## config.mk

```make
export PLATFORM = sky130hd
export DESIGN_NAME = memory_access_pipe
export DESIGN_NICKNAME = d
export VERILOG_FILES = /design/src/rtl/memory_access_pipe.sv
export SDC_FILE = /design/constraint.sdc
export NUM_CORES = 1
export LEC_CHECK = 0
export ABC_AREA = 0
export CAP_MARGIN = 10
export CELL_PAD_IN_SITES_DETAIL_PLACEMENT = 0
export CELL_PAD_IN_SITES_GLOBAL_PLACEMENT = 1
export CORE_ASPECT_RATIO = 1.2
export CORE_UTILIZATION = 33
export DETAILED_ROUTE_END_ITERATION = 6
export PLACE_DENSITY = 0.92
export SLEW_MARGIN = 20
export SYNTH_ARGS = -nofsm -noshare
export SYNTH_HDL_FRONTEND = slang
export SYNTH_SLANG_ARGS = --single-unit
```

## constraint.sdc

```tcl
create_clock -name CLK -period 2.6 [get_ports CLK]
set_clock_uncertainty 0.1 [all_clocks]
set_input_delay 0.52 -clock CLK [delete_from_list [all_inputs] [get_ports CLK]]
set_output_delay 0.52 -clock CLK [all_outputs]
set_load 0.05 [all_outputs]
```

## src/rtl/memory_access_pipe.sv

```systemverilog
// Memory-access pipeline stage: selects ALU/FPU result, issues one-cycle
// load/store requests, waits out the fixed memory latency, and hands off downstream.
module memory_access_pipe #(
  parameter int INST_MEM_WIDTH = 5,
  parameter int MEM_LATENCY    = 3,
  parameter int SIDE_WIDTH     = 40
) (
  input  logic                      CLK,
  input  logic                      reset,
  input  logic                      in_valid,
  output logic                      in_ready,
  input  logic                      mem_read,
  input  logic                      mem_write,
  input  logic                      aorf_result,
  input  logic [31:0]               alu_result,
  input  logic [31:0]               fpu_result,
  input  logic [31:0]               store_data,
  input  logic [INST_MEM_WIDTH-1:0] pc,
  input  logic [SIDE_WIDTH-1:0]     side_in,
  input  logic                      flush,
  output logic [31:0]               mem_addr,
  output logic [31:0]               mem_wdata,
  output logic                      mem_we,
  output logic                      mem_re,
  input  logic [31:0]               mem_rdata,
  output logic                      out_valid,
  input  logic                      out_ready,
  output logic [31:0]               out_result,
  output logic [31:0]               out_read_data,
  output logic [INST_MEM_WIDTH-1:0] out_pc,
  output logic [SIDE_WIDTH-1:0]     out_side,
  output logic                      out_is_load
);

  // state  | meaning
  // S_IDLE | may accept; out_* hold the last completed instruction
  // S_WAIT | memory access outstanding, counting down to mem_rdata
  typedef enum logic {S_IDLE, S_WAIT} state_t;

  localparam int              CW       = $clog2(MEM_LATENCY + 1);
  localparam logic [CW-1:0]   CNT_LOAD = CW'(MEM_LATENCY - 1);

  state_t                    state, state_next;
  logic [CW-1:0]             cnt;
  logic [31:0]               result;
  logic                      is_mem;
  logic                      accept;
  logic [31:0]               hold_result;
  logic [INST_MEM_WIDTH-1:0] hold_pc;
  logic [SIDE_WIDTH-1:0]     hold_side;
  logic                      hold_load;

  assign result    = aorf_result ? fpu_result : alu_result;
  assign is_mem    = mem_read | mem_write;
  // Gated by reset so a request is never issued in a reset cycle
  assign in_ready  = (state == S_IDLE) && !flush && !reset && (!out_valid || out_ready);
  assign accept    = in_valid && in_ready;
  assign mem_addr  = result;
  assign mem_wdata = store_data;
  assign mem_we    = accept && mem_write;
  assign mem_re    = accept && mem_read && !mem_write;

  always_comb begin
    state_next = state;
    if (flush) begin
      state_next = S_IDLE;
    end else begin
      case (state)
        S_IDLE: if (accept && is_mem) state_next = S_WAIT;
        S_WAIT: if (cnt == '0) state_next = S_IDLE;
        default: state_next = S_IDLE;
      endcase
    end
  end

  always_ff @(posedge CLK) begin
    if (reset) state <= S_IDLE;
    else       state <= state_next;
  end

  always_ff @(posedge CLK) begin
    if (reset || flush)                      cnt <= '0;
    else if (accept && is_mem)               cnt <= CNT_LOAD;
    else if (state == S_WAIT && cnt != '0)   cnt <= cnt - CW'(1);
  end

  // Memory ops park their sideband here so out_* stay valid-only data
  always_ff @(posedge CLK) begin
    if (reset) begin
      hold_result <= '0;
      hold_pc     <= '0;
      hold_side   <= '0;
      hold_load   <= 1'b0;
    end else if (accept && is_mem) begin
      hold_result <= result;
      hold_pc     <= pc;
      hold_side   <= side_in;
      hold_load   <= !mem_write;
    end
  end

  always_ff @(posedge CLK) begin
    if (reset) begin
      out_valid     <= 1'b0;
      out_result    <= '0;
      out_read_data <= '0;
      out_pc        <= '0;
      out_side      <= '0;
      out_is_load   <= 1'b0;
    end else if (flush) begin
      out_valid <= 1'b0;
    end else begin
      if (out_valid && out_ready) out_valid <= 1'b0;
      if (state == S_IDLE && accept && !is_mem) begin
        out_valid     <= 1'b1;
        out_result    <= result;
        out_pc        <= pc;
        out_side      <= side_in;
        out_read_data <= '0;
        out_is_load   <= 1'b0;
      end else if (state == S_WAIT && cnt == '0) begin
        out_valid     <= 1'b1;
        out_result    <= hold_result;
        out_pc        <= hold_pc;
        out_side      <= hold_side;
        out_read_data <= mem_rdata;
        out_is_load   <= hold_load;
      end
    end
  end

endmodule
```

==> flow_summary_export.csv, run 1 <==
group,metric,value,unit
clock_tree,cts-htree-levels,4,
setup_path,r2r-end,"hold_side[4]",
place,gp_congestion,0.802,
cells_and_area,fin_util,0.470,
cells_and_area,drive_above_1_share,0.116,
detailed_routing,highest_layer,"met4",
clock_tree,post_cts_buffers,0,
timing,whs,0.213,ns
clock_tree,clockRootBuffer,"clkbuf_16",
synth,synth.yosys.seq_area_share,0.371,
die,die_w,164,µm
min_path,hold_path_class,"in2reg",
synth,yosys.area.top_type_share,0.371,
min_path,hp-start,"reset",
flow_run,drv_cap,0,
synth,synth_area,10300,µm²
synth,avgSynthCellArea,8.53,µm²
die,core,30700,µm²
grt,overflow,0,
grt,grt_use_total,0.222,
cells_and_area,syn_to_final_growth,39.3,%
setup_path,endpoint_kind,"output pin",
detailed_routing,wl_per_cell,20.4,µm
setup_path,arrival,1.87,ns
grt,grt_pass1_wl,57.5,mm
timing,finalSetupTns,0,ns
setup_path,worst-setup-path-type,"in2out",
power_and_ir_drop,leakage,4.50,nW
setup_path,r2r-start,"state",
power_and_ir_drop,finalPower,7.49,mW
timing,maxSlewHeadroom,0.272,
run_status,status,"complete, no violations",
setup_path,rrSetupSlack,0.55,ns
timing,fmax,402,MHz
place,dp_cells,1737,
synth,ys_seq_elements,192,
setup_path,rr_worst_depth,4,
synth,ys_top_cells_by_area,"dfxtp_1 (37%), nand4b_1 (6.4%), a21oi_1 (6.0%)",
clock_tree,numCtsBuffers,17,
grt,grt_max_degree,188,
timing,rsz0062_at_grt,"false",
synth,netlist_top_cells_count,"dfxtp_1 (192), clkbuf_1 (135), a21oi_1 (124)",
detailed_routing,dr.pass1.iters,7,
die,die_h,196,µm
timing,period_needed,2.49,ns
clock_tree,cts_resized,0,
detailed_routing,vias,10800,
setup_path,cp_max_fo,32,
place,dp_slack,0.0403,ns
power_and_ir_drop,power_density,520,nW/µm²
timing,drv_slew,0,
timing,setup_viol,0,
die,std_cell_rows,70,
synth,async_flop_share,0,
setup_path,crit_end,"mem_addr[31]",
synth,synth_cells,1213,
die,ioPinCount,359,
synth,synth.most_common_cell,"dfxtp_1",
clock_tree,clock_path_buffers,2,
clock_tree,clock_latency,0.45,ns
cells_and_area,nets,1542,
timing,tightestPinTransition,1.09,ns
detailed_routing,viasPerCell,6.12,
clock_tree,cts_tree,"done",
detailed_routing,drt_iter0_markers,1229,
timing,fin_crit_sh,0.957,
synth,ys_types,39,
setup_path,cp.required,1.98,ns
synth,ys.flop_type,"dfxtp_1",
detailed_routing,drt_wl_total,36.1,mm
power_and_ir_drop,max-vdd-ir-drop,0.392,mV
detailed_routing,met3_length,2.21,mm
clock_tree,cts_sinks,192,
grt,grt_pass1_vias,10600,
timing,finalHoldViolCount,0,
place,io_buffer_count,294,
place,dp_hpwl,21.4,mm
cells_and_area,final_area,14400,µm²
detailed_routing,routed-wl-met2,17.2,mm
setup_path,worstSetupStartpointType,"input port",
detailed_routing,drc_errors,0,
synth,syn-num-nets,1395,
die,start_util,0.338,
place,placed_cell_area,13800,µm²
clock_tree,clk_pin_slew,0.07,ns
synth,yosys_warnings,0,
detailed_routing,wl_met1,15.3,mm
synth,synth-edff-count,0,
cells_and_area,layoutNonFillerInstCount,1770,
timing,worst_slack,0.113,ns
die,die_area,32100,µm²
detailed_routing,drtAntennaViolNets,0,
setup_path,crit_start,"aorf_result",
synth,synth_largest_area_cell,"dfxtp_1",
clock_tree,holdBufCountCts,0,
grt,antenna_found_initial,1,
-- state kept, by name (all words and copies together) (netlist names) --
| name | flops |
|---|---|
| hold_load | 1 |
| out_result | 32 |
| out_read_data | 32 |
| hold_side | 40 |
| out_pc | 5 |
| out_side | 40 |
| hold_pc | 5 |
| hold_result | 32 |
| out_is_load | 1 |
| out_valid | 1 |
| state | 1 |
| cnt | 2 |
-- where the power goes --
group	switching (mW)	internal (mW)	total, mW
clock network	1.29	1.45	2.74
logic	0.929	0.694	1.62
registers	0.0769	3.05	3.13
total	2.30	5.19	7.49
-- cells by family (layout without fill, tap and decap cells) --
group                    Yosys count  count (layout)  synth area share
buffers and inverters            212             372            0.0954
flip-flops                       192             192             0.371
multiplexers                      33              33            0.0359
XOR/XNOR                           1               1          0.000847
other                              0               1                 0
AND/OR/NAND/NOR                  396             396             0.240
AO/OA/AOI/OAI                    378             378             0.255
adder cells (fa/ha/maj)            1               1           0.00121
-- critical path, stage by stage --
cell and delay, ns:
clkdlybuf4s50_1 0.50, buf_12 0.21, mux2_2 0.44, buf_12 0.18
-- area by class of cell --
type                       count  area, µm²
multi-input combinational    809       5590
antenna                        1       2.50
timing repair buffer         337       3860
inverter                       3       11.3
fill                        2900      16200
sequential                   192       3850
clock inverter                15        173
tap                          396        495
clock buffer                  17        425
-- worst min-delay path by stage --
stage / to / slack (ns) / depth (start not counted)
floorplan: hold_pc[0] / 0.35 / 2
global placement: hold_side[13] / 0.35 / 2
detailed placement: hold_side[28] / 0.36 / 2
CTS: hold_load / 0.18 / 2
global route: hold_load / 0.20 / 2
finish: hold_load / 0.21 / 2
-- cell usage in the layout (no fill, tap or decap), types with 2 or more instances in the layout --
master and instances:
buf_12 55, nor2_4 2, a311o_1 45, clkbuf_16 17, a31oi_1 37, clkdlybuf4s50_1 257, a21o_1 31, clkinvlp_4 2
o211ai_1 31, nor3_1 33, inv_6 5, nand4_1 79, o311ai_1 2, bufinv_16 2, a211oi_1 31, o31ai_1 45
o32ai_1 31, dfxtp_1 191, mux2_2 32, inv_8 2, nand3_1 2, inv_1 3, nand4b_1 76, nor4_1 32
a21oi_1 123, and4_1 45, nand2_1 112, clkinv_4 3, buf_4 24
-- per-layer routing --
metal | vias up | GRT usage
li1 | 5001 | -
met1 | 5232 | 0.284
met2 | 500 | 0.358
met3 | 103 | 0.0406
met4 | 0 | 0.108
met5 | - | 0
Note: power is estimated with default switching activity, not from simulation.
==> run 2: changes to the inputs <==
--- a/config.mk
+++ b/config.mk
@@ -12,7 +12,8 @@
 export CORE_ASPECT_RATIO = 1.2
 export CORE_UTILIZATION = 33
 export DETAILED_ROUTE_END_ITERATION = 6
-export PLACE_DENSITY = 0.92
+export HOLD_SLACK_MARGIN = 0.06
+export PLACE_DENSITY = 0.86
 export SLEW_MARGIN = 20
 export SYNTH_ARGS = -nofsm -noshare
 export SYNTH_HDL_FRONTEND = slang
==> run 2 against run 1 <==
Net effect: first-iteration DRC count decreased by 17%; sequential share of layout area grew 0.17 points; die area stayed put; hold slack improved by 0.0055 ns; sequential power barely moved; non-clock buffer count shrank 8; global-route usage rose by 0.18 points; clock power about the same; final cell count fell by 0.45%; cell area shrank 0.62%; highest routed layer unchanged.
==> flow_summary_export.csv, run 2 (same netlist as run 1, synthesis figures left out) <==
group,metric,value,unit
power_and_ir_drop,sw_frac_of_total,0.305,
timing,drv_slew,0,
cells_and_area,reg_top3,"hold_side x40, out_side x40",
die,start_util,0.338,
timing,setup_viol,0,
clock_tree,clk_pin_slew,0.07,ns
power_and_ir_drop,comb_power_share,0.215,
grt,grt_use_met3,0.0364,
die,die_area,32100,µm²
power_and_ir_drop,max-vdd-ir-drop,0.365,mV
detailed_routing,dr.pass1.iters,5,
timing,worst_slack,0.116,ns
detailed_routing,vias,10800,
min_path,hold_path_class,"in2reg",
die,die_h,196,µm
cells_and_area,layoutNonFillerInstCount,1762,
cells_and_area,fin_util,0.467,
timing,fmax,403,MHz
clock_tree,post_cts_buffers,0,
cells_and_area,final_area,14300,µm²
clock_tree,cts_sinks,192,
grt,antenna_found_initial,1,
clock_tree,cts_tree,"done",
setup_path,cp.required,1.98,ns
grt,grt_use_total,0.224,
place,io_buffer_count,294,
cells_and_area,layout_common_cells,"clkdlybuf4s50_1 (257), dfxtp_1 (191), a21oi_1 (123)",
timing,tightestPinTransition,0.817,ns
setup_path,rr_worst_depth,4,
timing,fin_crit_sh,0.955,
setup_path,arrival,1.86,ns
grt,grt_max_degree,115,
clock_tree,clock_latency,0.44,ns
clock_tree,numCtsBuffers,17,
place,gp_congestion,0.770,
clock_tree,clockRootBuffer,"clkbuf_16",
power_and_ir_drop,p_int,5.20,mW
place,placed_cell_area,13700,µm²
setup_path,worstSetupStartpointType,"input port",
grt,use_met2,0.370,
detailed_routing,wl_per_cell,20.7,µm
run_status,status,"complete, no violations",
detailed_routing,drt_wl_total,36.5,mm
timing,rsz0062_at_grt,"false",
cells_and_area,fillCellCount,2947,
detailed_routing,drtAntennaViolNets,0,
clock_tree,cts-htree-levels,4,
power_and_ir_drop,finalPower,7.48,mW
place,dp_slack,0.0389,ns
timing,whs,0.218,ns
die,core,30700,µm²
cells_and_area,nets,1534,
grt,grt_pass1_wl,57.9,mm
power_and_ir_drop,power_density,522,nW/µm²
detailed_routing,drc_errors,0,
flow_run,drv_cap,0,
power_and_ir_drop,switchingPower,2.28,mW
grt,grt_pass1_vias,10500,
die,die_w,164,µm
timing,finalHoldViolCount,0,
setup_path,endpoint_kind,"output pin",
cells_and_area,syn_to_final_growth,38.4,%
detailed_routing,drt_iter0_markers,1018,
grt,busiest_layer,"met2",
clock_tree,holdBufCountCts,0,
place,dp_cells,1729,
timing,finalSetupTns,0,ns
cells_and_area,drive_above_1_share,0.110,
power_and_ir_drop,leakage,4.45,nW
timing,period_needed,2.48,ns
cells_and_area,layout_commonest_cell,"clkdlybuf4s50_1",
die,std_cell_rows,70,
timing,maxSlewHeadroom,0.455,
grt,overflow,0,
clock_tree,clock_path_buffers,2,
setup_path,cp_max_fo,3,
die,ioPinCount,359,
place,dp_hpwl,21.4,mm
power_and_ir_drop,clockPowerShare,0.367,
clock_tree,cts_resized,0,
grt,met1_usage,0.282,
power_and_ir_drop,p_seq_frac,0.418,
detailed_routing,viasPerCell,6.15,
setup_path,worst-setup-path-type,"in2out",
min_path,whs_path_depth,2,
run 2: worst paths after layout:
path                       from            end  slack (ns)
setup / recovery       in_valid         mem_re        0.12
hold / removal            reset      hold_load        0.22
setup reg to reg          state     hold_pc[1]        0.56
hold reg to reg   hold_side[19]  hold_side[19]        0.37
run 2: critical path, cell delays in order:
cell	delay, ns
clkdlybuf4s50_1	0.52
nor4b_4	0.34
nand3_1	0.17
nor2_4	0.15
buf_12	0.15
run 2: cell type report:
| cell class | instances | area [µm²] | share of cell area |
|---|---|---|---|
| multi-input combinational | 809 | 5590 | 0.390 |
| sequential | 192 | 3850 | 0.269 |
| timing repair buffer | 329 | 3780 | 0.264 |
| tap | 396 | 495 | 0.0346 |
| clock buffer | 19 | 443 | 0.0309 |
| clock inverter | 13 | 151 | 0.0106 |
| inverter | 3 | 11.3 | 0.000786 |
| antenna | 1 | 2.50 | 0.000175 |
run 2: metal layers:
metal | up-vias | part of all wire
li1 | 5002 | -
met1 | 5321 | 0.41
met2 | 432 | 0.49
met3 | 80 | 0.056
met4 | 0 | 0.036
met5 | - | 0
run 2: power by group through the flow:
stage / logic, mW / registers [mW] / clock network, mW
after detailed placement: 1.60 / 3.20 / 0
after global routing: 1.69 / 3.14 / 2.92
after global placement: 1.60 / 3.19 / 0
after CTS: 1.61 / 3.13 / 2.80
after floorplan: 0.763 / 3.41 / 0
final: 1.60 / 3.13 / 2.75
==> run 3: changes to the inputs <==
--- a/config.mk
+++ b/config.mk
@@ -10,9 +10,10 @@
 export CELL_PAD_IN_SITES_DETAIL_PLACEMENT = 0
 export CELL_PAD_IN_SITES_GLOBAL_PLACEMENT = 1
 export CORE_ASPECT_RATIO = 1.2
+export CORE_MARGIN = 5
 export CORE_UTILIZATION = 33
 export DETAILED_ROUTE_END_ITERATION = 6
-export HOLD_SLACK_MARGIN = 0.06
+export HOLD_SLACK_MARGIN = 0.15
 export PLACE_DENSITY = 0.86
 export SLEW_MARGIN = 20
 export SYNTH_ARGS = -nofsm -noshare
==> run 3 against run 2 <==
Net effect: non-clock buffer count rose by 6; count of clock-buffer cells in the layout rose by 2; via count fell by 1.6%; global-route usage fell by 2.0 points; die area rose by 9.2%; routed wire length rose by 1.5%; largest cell class unchanged; cell area barely moved; critical endpoint is now mem_addr[3]; largest power group unchanged; final cell count rose by 0.57%.
==> flow_summary_export.csv, run 3 (same netlist as run 1, synthesis figures left out) <==
group,metric,value,unit
detailed_routing,vias,10700,
timing,drv_slew,0,
detailed_routing,drc_errors,0,
power_and_ir_drop,p_int,5.14,mW
grt,grt_max_degree,157,
cells_and_area,syn_to_final_growth,38.3,%
power_and_ir_drop,comb_power_share,0.217,
die,die_area,35000,µm²
setup_path,worstSetupStartpointType,"input port",
grt,grt_pass1_wl,58.2,mm
flow_run,drv_cap,0,
detailed_routing,drt_wl_total,37.0,mm
power_and_ir_drop,max-vdd-ir-drop,0.351,mV
timing,period_needed,2.48,ns
min_path,hp-start,"reset",
setup_path,cp_max_fo,32,
die,die_h,204,µm
setup_path,crit_chain,"clkdlybuf4s50_1 > buf_12 > mux2_2 > buf_12",
cells_and_area,fillCellCount,2959,
clock_tree,clock_latency,0.44,ns
clock_tree,post_cts_buffers,0,
clock_tree,clockRootBuffer,"clkbuf_16",
setup_path,slowest_delay,0.51,ns
timing,fmax,404,MHz
setup_path,rrSetupSlack,0.34,ns
setup_path,worst-setup-path-type,"in2out",
cells_and_area,layoutNonFillerInstCount,1772,
power_and_ir_drop,leakage,4.47,nW
min_path,whs_path_depth,2,
grt,overflow,0,
timing,finalHoldViolCount,0,
cells_and_area,diodes,0,
setup_path,crit_path_frequent_cell,"buf_12",
setup_path,rr_worst_depth,5,
power_and_ir_drop,sw_frac_of_total,0.303,
setup_path,cp.required,1.98,ns
clock_tree,cts_tree,"done",
clock_tree,cts-htree-levels,4,
cells_and_area,layout_common_cells,"clkdlybuf4s50_1 (257), dfxtp_1 (191), a21oi_1 (123)",
power_and_ir_drop,clockPowerShare,0.359,
run_status,status,"complete, no violations",
clock_tree,cts_resized,0,
timing,rsz0062_at_grt,"false",
place,io_buffer_count,294,
power_and_ir_drop,p_seq_frac,0.424,
clock_tree,clk_pin_slew,0.07,ns
cells_and_area,nets,1540,
timing,tightestPinTransition,0.825,ns
setup_path,r2r-start,"state",
die,die_w,172,µm
clock_tree,cts_sinks,192,
die,std_cell_rows,71,
place,gp_congestion,0.768,
detailed_routing,viasPerCell,6.02,
cells_and_area,layout_commonest_cell,"clkdlybuf4s50_1",
detailed_routing,drtAntennaViolNets,0,
detailed_routing,drt_iter0_markers,812,
power_and_ir_drop,switchingPower,2.24,mW
power_and_ir_drop,power_density,515,nW/µm²
die,core,31200,µm²
cells_and_area,drive_above_1_share,0.114,
timing,maxSlewHeadroom,0.450,
grt,antenna_found_initial,1,
detailed_routing,dr.pass1.iters,5,
min_path,hold_path_class,"in2reg",
die,ioPinCount,359,
cells_and_area,regArea,3850,µm²
clock_tree,clock_path_buffers,2,
setup_path,slowest_stage,"clkdlybuf4s50_1",
min_path,holdPathEnd,"hold_load",
place,dp_hpwl,22.4,mm
die,start_util,0.332,
setup_path,endpoint_kind,"output pin",
timing,setup_viol,0,
place,dp_cells,1740,
clock_tree,holdBufCountCts,0,
timing,whs,0.224,ns
grt,grt_pass1_vias,10500,
setup_path,arrival,1.86,ns
grt,grt_use_total,0.204,
setup_path,r2r-end,"out_read_data[20]",
detailed_routing,wl_per_cell,20.9,µm
cells_and_area,multi_input_area,5590,µm²
timing,fin_crit_sh,0.953,
clock_tree,numCtsBuffers,17,
cells_and_area,reg_top3,"hold_side x40, out_side x40",
## run 3: cell count changes in the layout (fill, tap and decap cells not counted)
cell       change
clkinv_2       +2
buf_12         -3
inv_6          -3
clkbuf_8       +2
diode_2        -1
bufinv_16      -1
buf_4          +9
## run 3: worst max-delay path by stage
stage / slack (ns) / cells after the start / end / start
6_report: 0.12 / 4 / mem_addr[3] / aorf_result
3_3_place_gp: 0.12 / 5 / hold_side[3] / in_valid
3_5_place_dp: 0.09 / 5 / hold_side[9] / in_valid
2_1_floorplan: -0.17 / 4 / mem_we / reset
5_1_grt: 0.06 / 3 / in_ready / state
4_1_cts: 0.12 / 4 / mem_addr[5] / aorf_result
## run 3: power by group through the flow
stage	logic (mW)	clock network, mW	registers (mW)
after floorplan	0.763	0	3.41
after global routing	1.69	2.82	3.14
after detailed placement	1.60	0	3.20
after CTS	1.61	2.70	3.13
final	1.60	2.65	3.13
after global placement	1.59	0	3.19
## run 3: metrics by stage
step | utilization | power (mW) | setup TNS [ns] | cell area, µm² | setup WS [ns]
floorplan | - | 4.18 | -0.170 | 10400 | -0.170
global placement | 0.441 | 4.79 | 0 | 13700 | 0.120
detailed placement | 0.441 | 4.80 | 0 | 13700 | 0.0948
CTS | 0.459 | 7.44 | 0 | 14300 | 0.115
global route | 0.459 | 7.64 | 0 | 14300 | 0.0622
finish | 0.459 | 7.38 | 0 | 14300 | 0.123
## run 3: metal layers
| layer | part of all wire | up-vias | track usage | wire, µm |
|---|---|---|---|---|
| li1 | - | 5003 | - | - |
| met4 | 0.029 | 2 | 0.0739 | 1070 |
| met5 | 0.00035 | - | 0 | 13 |
| met2 | 0.50 | 381 | 0.348 | 18600 |
| met1 | 0.41 | 5211 | 0.255 | 15100 |
| met3 | 0.061 | 70 | 0.0381 | 2260 |
## run 3: cell type report
class	count	area share
Multi-Input combinational cell	809	0.391
Clock inverter	11	0.00734
Inverter	3	0.000787
Sequential cell	192	0.269
Timing Repair Buffer	335	0.265
Clock buffer	21	0.0329
Tap cell	401	0.0351
## run 3: critical path: cells and delay by family
| kind | cells | cell delay, ns |
|---|---|---|
| multiplexers | 1 | 0.43 |
| buffers and inverters | 3 | 0.89 |
